### config.mk
export PLATFORM = sky130hd
export DESIGN_NAME = fetch_unit
export DESIGN_NICKNAME = d
export VERILOG_FILES = /design/src/rtl/fetch_unit_pkg.sv /design/src/rtl/fetch_unit_pc_reg.sv /design/src/rtl/fetch_unit.sv
export SDC_FILE = /design/constraint.sdc
export NUM_CORES = 1
export LEC_CHECK = 0
export BUFFER_PORTS_ARGS = -buffer_cell sky130_fd_sc_hd__buf_2
export CAP_MARGIN = 0
export CORE_UTILIZATION = 48
export CTS_CLUSTER_DIAMETER = 40
export CTS_CLUSTER_SIZE = 20
export DETAILED_ROUTE_END_ITERATION = 10
export PLACE_DENSITY = 0.78
export SLEW_MARGIN = 20
export SYNTH_ARGS = -nofsm -noshare
export SYNTH_HDL_FRONTEND = slang
export SYNTH_SLANG_ARGS = --single-unit
### constraint.sdc
create_clock -name clk -period 2 [get_ports clk]
set_input_delay 0.1 -clock clk [delete_from_list [all_inputs] [get_ports clk]]
set_output_delay 0.1 -clock clk [all_outputs]
set_load 0.02 [all_outputs]
### src/rtl/fetch_unit_pkg.sv
// Shared CPU constants for the fetch stage: opcodes, bubble instruction and fetch FSM encodings.
package fetch_unit_pkg;

    localparam int unsigned DEF_PC_W  = 16;
    localparam int unsigned OPC_W     = 4;
    localparam int unsigned ST_W      = 3;
    localparam int unsigned MISS_W    = 16;

    localparam logic [OPC_W-1:0]    DEF_HLT_OPC   = 4'hF;
    localparam logic [DEF_PC_W-1:0] DEF_NOP_INSTR = 16'h0000;
    localparam logic [DEF_PC_W-1:0] DEF_RESET_PC  = 16'h0000;

    localparam logic [ST_W-1:0] ST_RUN  = 3'd0;
    localparam logic [ST_W-1:0] ST_WAIT = 3'd1;
    localparam logic [ST_W-1:0] ST_HOLD = 3'd2;
    localparam logic [ST_W-1:0] ST_DROP = 3'd3;
    localparam logic [ST_W-1:0] ST_HALT = 3'd4;

    // States in which a fetch request is on the imem interface
    function automatic logic fetch_active(input logic [ST_W-1:0] st);
        return (st == ST_RUN) || (st == ST_WAIT);
    endfunction

endpackage

### src/rtl/fetch_unit_pc_reg.sv
// Program counter register with load enable and asynchronous reset to RESET_PC.
module fetch_unit_pc_reg #(
    parameter int unsigned     PC_W     = 16,
    parameter logic [PC_W-1:0] RESET_PC = '0
) (
    input  logic            clk,
    input  logic            rst_n,
    input  logic            en,
    input  logic [PC_W-1:0] d,
    output logic [PC_W-1:0] q
);

    always_ff @(posedge clk or negedge rst_n) begin
        if (!rst_n) begin
            q <= RESET_PC;
        end else if (en) begin
            q <= d;
        end
    end

endmodule

### src/rtl/fetch_unit.sv
// IF stage: owns the PC, tracks imem misses, applies branch redirects/stalls, halts on HLT.
// Optional FETCH_MISS_CNT_EN adds the miss_cycles counter output.
module fetch_unit
    import fetch_unit_pkg::*;
#(
    parameter int unsigned      PC_W      = DEF_PC_W,
    parameter logic [PC_W-1:0]  RESET_PC  = DEF_RESET_PC,
    parameter logic [PC_W-1:0]  NOP_INSTR = DEF_NOP_INSTR,
    parameter logic [OPC_W-1:0] HLT_OPC   = DEF_HLT_OPC
) (
    input  logic            clk,
    input  logic            rst_n,
    input  logic            stall,
    input  logic            br_taken,
    input  logic [PC_W-1:0] br_target,
    output logic            imem_req,
    output logic [PC_W-1:0] imem_addr,
    input  logic            imem_valid,
    input  logic [PC_W-1:0] imem_instr,
    output logic            ifid_wen,
    output logic [PC_W-1:0] ifid_instr,
    output logic [PC_W-1:0] ifid_pc,
    output logic [PC_W-1:0] pc,
    output logic            halted
`ifdef FETCH_MISS_CNT_EN
    ,
    output logic [MISS_W-1:0] miss_cycles
`endif
);

    logic [ST_W-1:0] state;
    logic [ST_W-1:0] state_d;
    logic [PC_W-1:0] hold_buf;
    logic [PC_W-1:0] hold_d;
    logic [PC_W-1:0] pc_d;
    logic [PC_W-1:0] pc_inc;
    logic [PC_W-1:0] acc_instr;
    logic            pc_en;
    logic            active;

    fetch_unit_pc_reg #(
        .PC_W     (PC_W),
        .RESET_PC (RESET_PC)
    ) u_pc_reg (
        .clk   (clk),
        .rst_n (rst_n),
        .en    (pc_en),
        .d     (pc_d),
        .q     (pc)
    );

    // Request/halt decode comes from state only, so imem_instr never reaches imem_req/imem_addr
    assign active    = fetch_active(state);
    assign imem_req  = active;
    assign imem_addr = pc;
    assign halted    = (state == ST_HALT);
    assign pc_inc    = PC_W'(pc + PC_W'(2));
    assign acc_instr = (state == ST_HOLD) ? hold_buf : imem_instr;

    always_ff @(posedge clk or negedge rst_n) begin
        if (!rst_n) begin
            state    <= ST_RUN;
            hold_buf <= NOP_INSTR;
        end else begin
            state    <= state_d;
            hold_buf <= hold_d;
        end
    end

    // Next state, PC update and IF/ID write side; priority br_taken > stall > imem_valid
    always_comb begin
        state_d    = state;
        hold_d     = hold_buf;
        pc_en      = 1'b0;
        pc_d       = pc_inc;
        ifid_wen   = 1'b1;
        ifid_instr = NOP_INSTR;
        ifid_pc    = pc_inc;

        if (br_taken) begin
            pc_en  = 1'b1;
            pc_d   = br_target;
            hold_d = NOP_INSTR;
            if ((active && !imem_valid) || (state == ST_DROP)) begin
                state_d = ST_DROP;
            end else begin
                state_d = ST_RUN;
            end
        end else if (stall) begin
            ifid_wen = 1'b0;
            if (active && imem_valid) begin
                hold_d  = imem_instr;
                state_d = ST_HOLD;
            end else if ((state == ST_DROP) && imem_valid) begin
                state_d = ST_RUN;
            end
        end else begin
            case (state)
                ST_RUN, ST_WAIT, ST_HOLD: begin
                    if (imem_valid || (state == ST_HOLD)) begin
                        ifid_instr = acc_instr;
                        pc_en      = 1'b1;
                        hold_d     = NOP_INSTR;
                        if (acc_instr[PC_W-1 -: OPC_W] == HLT_OPC) begin
                            state_d = ST_HALT;
                        end else begin
                            state_d = ST_RUN;
                        end
                    end else begin
                        state_d = ST_WAIT;
                    end
                end
                ST_DROP: begin
                    if (imem_valid) begin
                        state_d = ST_RUN;
                    end
                end
                ST_HALT: begin
                    state_d = ST_HALT;
                end
                default: begin
                    state_d = ST_RUN;
                end
            endcase
        end
    end

`ifdef FETCH_MISS_CNT_EN
    // Saturating count of cycles lost to outstanding or discarded fetches
    always_ff @(posedge clk or negedge rst_n) begin
        if (!rst_n) begin
            miss_cycles <= '0;
        end else if (((state == ST_WAIT) || (state == ST_DROP)) && (miss_cycles != '1)) begin
            miss_cycles <= MISS_W'(miss_cycles + MISS_W'(1));
        end
    end
`endif

endmodule

# Word-level counts from Yosys, hierarchy flattened
# Cells that the tools add are included.
# word_totals
ff_bits,35
latchBits,0
mem_bits_rw,0
rom_bits,0
in_bits,37
out_inout_bits,67
word_cells,51
memories,0
# classes
addsub,1
n_mul,0
n_div,0
n_lt_le_gt_ge,0
n_eq_ne,8
shifts,0
n_mux,26
bitwise_logic,0
reduce_logical,13
# op_table
operator,n
$mux W16,11
$mux W3,7
$add A16 B2 Y16 const B,1
$pmux W3 S3,1
$eq A3 B2 Y1 const B,2
$mux W1,6
$reduce_bool A3 Y1,2
$eq A4 B4 Y1 const B,1
$ne A4 B1 Y1 const B,1
$ne A4 B4 Y1 const B,1
$eq A3 B1 Y1 const B,1
$eq A3 B3 Y1 const B,1
$logic_and A1 B1 Y1,3
$logic_not A3 Y1,1
$logic_or A1 B1 Y1,3
$ne A3 B1 Y1 const B,1
$reduce_and A3 Y1,1
$reduce_or A3 Y1,1
$mux W2,1
$reduce_and A2 Y1,1
$logic_not A1 Y1,1

# Logic depth before layout (Yosys ltp)
# depth
depth_word,8
depth_mapped,7
ltp_nobuf,5

# Cells and area by module
# A second synthesis with hierarchy kept.
# unflattened
cells_unflattened,270
area_unflattened_um2,2566.2
# by_module_without_submodules
mod,n_inst,cells_each,area_each_um2
fetch_unit,1,236,1916.8
fetch_unit_pc_reg,1,34,649.4

# Worst setup path before layout
# OpenSTA, ideal clock, no wires.
# synth_path
kind,register to register
start,register u_pc_reg.q[2]
end,register u_pc_reg.q[13]
arrival_time_ps,1910
t_required_ps,1918
path_slack_ps,8
path_stages_with_launch,6
path_cell_list,dfrtp_1 -> ha_1 -> nand4_1 -> or4_4 -> or3_1 -> a31oi_1
# synth_between
elab_chain_cells,2
# synth_rtl
element,line,text
start: declaration,fetch_unit_pc_reg.sv:10,output logic [PC_W-1:0] q
start signal: assignment,fetch_unit_pc_reg.sv:15,q <= RESET_PC;
start signal: assignment,fetch_unit_pc_reg.sv:17,q <= d;
$add A16 B2 Y16,fetch_unit.sv:57,assign pc_inc = PC_W'(pc + PC_W'(2));
$mux W16,fetch_unit.sv:80,if (br_taken) begin
# No other way between the ends.
# A chain may end at the register's enable or synchronous reset.

# Worst setup path in the final report
# layout_path
start,register u_pc_reg.q[1]
end,output ifid_pc[13]
# layout_between
elab_chain_cells,1
# layout_rtl
element,line,text
$add A16 B2 Y16,fetch_unit.sv:57,
end: declaration,fetch_unit.sv:22,"output logic [PC_W-1:0] ifid_pc,"
# No other way between the ends.

==> flow_metrics.py <==
metrics = {
    "run_status": {
        "status": "complete, but fails checks",
        "violations": "negative setup slack",
    },
    "power": {
        "cell_internal_pwr_mw": 1.432,
        "p_total_mw": 2.397,
        "ir_worst_vdd_uv": 436.8,
        "sequentialPowerShare_pct": 36.0,
        "combPwrFrac_pct": 42.3,
        "p_per_area_nw_per_um2": 766.9,
        "p_leak_nw": 1.541,
        "p_clk_share_pct": 21.7,
        "p_switching_uw": 964.7,
        "p_sw_share_pct": 40.25,
    },
    "timing": {
        "setup_ws_ns": -0.04483,
        "slew_viol_final": 0,
        "fmax_mhz": 489.0,
        "worst_pin_slew_ns": 0.8001,
        "setup-violations-final": 1,
        "skew_ns": 0.005654,
        "rsz0062_at_grt": "true",
        "slew_headroom_pct": 46.66,
        "setup_tns_ns": -0.04483,
        "post-route-min-period_ns": 2.045,
        "hold_viol": 0,
        "fin_crit_sh_pct": 102.2,
    },
    "final_layout": {
        "num-nets-final": 435,
        "syn2layout_area_growth_pct": 28.90,
        "drive_gt1_share_pct": 37.19,
        "n_antenna_cell": 0,
        "final_common_cell": "buf_2",
        "final_cell_mix": "buf_2 (101), nand2_1 (62), dfrtp_1 (35)",
        "finish.instance_area_um2": 3126,
        "utilization_pct": 65.31,
    },
    "global_route": {
        "grt_max_degree": 36,
        "grt_pass1_vias": 2188,
        "grt-ovfl-total": 0,
        "grt_pass1_wl_um": 9880,
        "antenna_found_initial": 0,
        "grt_usage_pct": 24.02,
    },
    "critical_path": {
        "path_max_fanout": 3,
        "critPathLaunch": "u_pc_reg.q[1]",
        "cp.required_ns": 1.90,
        "arrival_ns": 1.94,
        "end_kind": "output pin",
        "start_kind": "flip-flop",
        "reg2reg_from": "u_pc_reg.q[1]",
        "path_class": "flip-flop to output pin",
    },
    "yosys": {
        "ys_ff_latch": 35,
        "synthFlopType": "dfrtp_1",
        "synth_edf_count": 0,
        "avgSynthCellArea_um2": 8.083,
        "syn_nets": 338,
        "synth-async-reset-ratio_pct": 100.0,
        "netlist_area_um2": 2425,
        "synth.distinct_cells": 45,
        "ys_seq_area_share_pct": 36.12,
        "synthesis.instances": 300,
        "ys_warn_count": 0,
    },
    "routing": {
        "wire_per_inst_um": 12.73,
        "wl_met2_um": 2713,
        "vias": 2380,
        "dr.first_iter.drc_count": 126,
        "routed_via_density": 5.118,
        "postRouteAntennaNets": 0,
        "wl_met1_um": 2708,
        "top_layer_used": "met4",
        "wl_um": 5921,
        "drc_errors": 0,
        "firstDrtPassIters": 4,
        "route.met3.wl_um": 403,
    },
    "floorplan": {
        "rows": 25,
        "chipHeight_um": 73.08,
        "pin_count": 104,
        "core_area_um2": 4786,
        "die-area_um2": 5340,
        "initial_core_util_pct": 50.67,
        "fp.dieW_um": 73.08,
    },
    "placed_design": {
        "place_area_um2": 2982,
        "gp_congestion": 0.8014,
        "place_hpwl_um": 4390,
        "io_buffers": 103,
    },
    "clock_tree": {
        "htreeDepth": 2,
        "clk_pin_slew_worst_paths_ns": 0.08,
        "cts-buffers-inserted": 5,
        "cts.sinks": 35,
        "clockBufferDepth": 2,
        "clockRootBuffer": "clkbuf_8",
        "cts_tree": "done",
        "clock_latency_ns": 0.29,
    },
    "run": {
        "max-cap-violations": 0,
    },
    "hold_path": {
        "min_from": "br_target[5]",
        "hold_path_class": "primary input to flip-flop",
    },
}
critical path: stages, from the launching register on:
cell and delay [ns]:
dfrtp_1 0.37, ha_2 0.19, nand4_1 0.18, or4_4 0.61
xnor2_2 0.14, buf_4 0.16
synth_stat cells (4+ instances only):
cell	instances	area share, %
or3_1	4	1.0
clkbuf_1	12	1.9
nand2b_1	4	1.0
o21ai_0	13	2.7
nand3_1	5	1.0
a31oi_1	6	1.5
dfrtp_1	35	36
nor2_1	11	1.7
a21oi_1	17	3.5
buf_2	4	0.83
nand4_1	6	1.5
buf_4	19	5.9
nand2_1	62	9.6
xnor2_1	9	3.3
nor2b_1	5	1.3
xor2_1	11	4.0
mux2i_1	18	7.4
inv_1	21	3.3
power groups by stage:
stage | combinational [mW] | sequential (mW) | clock, mW
2_1_floorplan | 0.643 | 0.911 | 0
3_3_place_gp | 0.977 | 0.866 | 0
3_5_place_dp | 0.992 | 0.870 | 0
4_1_cts | 1.01 | 0.858 | 0.524
5_1_grt | 1.11 | 0.874 | 0.557
6_report | 1.01 | 0.863 | 0.519
final cells by class:
type                    count  area (um^2)
clock buffers               6        72.57
clock inverters             2        12.51
fillers                   436         1660
inverters                  21        78.83
multi-input cells         208         1306
flip-flops and latches     35        875.8
well taps                  67        83.83
repair buffers            126        695.7
logic make-up after synthesis:
logic type / after synthesis / share of synthesized area (%)
AOI/OAI and AO/OA: 53 / 13.21
adders and majority gates: 1 / 0.5159
xor gates and xnor gates: 20 / 7.224
DFF: 35 / 36.12
and+or+nand+nor: 115 / 23.01
buffers and inverters: 57 / 12.02
muxes: 19 / 7.895
per-stage QoR:
step,cells,worst slack [ns],hold slack (ns)
after floorplan,300,0.008463,-0.1956
after global placement,456,0.1531,0.2242
after detailed placement,456,0.1069,0.2318
after CTS,465,0.001012,0.003199
after global routing,465,-0.09326,0.02497
final,465,-0.04483,0.01049
what timing repair did:
action,4_1_cts,5_1_grt
gates resized for setup,5,9
pin swaps,1,3
hold buffers,1,0
hold endpoints to repair,35,0
endpoints found under the setup margin,16,20
setup buffers,0,0
flip-flops by register name (all words and copies together) (netlist names):
register and flops:
state 3, hold_buf 16, u_pc_reg.q 16
layer usage:
layer / GRT usage, % / vias to the layer above
met5: 0 / -
met1: 31.28 / 1087
met2: 39.61 / 92
li1: - / 1191
met4: 6.972 / 0
met3: 5.801 / 10
worst paths after layout:
kind	to	slack (ns)	depth (start not counted)
min reg2reg	hold_buf[3]	0.53	2
min in group asynchronous	u_pc_reg.q[5]	0.43	2
min	u_pc_reg.q[5]	0.01	3
max reg2reg	u_pc_reg.q[13]	0.06	5
max	ifid_pc[13]	-0.04	5
max in group asynchronous	hold_buf[1]	1.06	2
(Power assumes the default switching activity.)
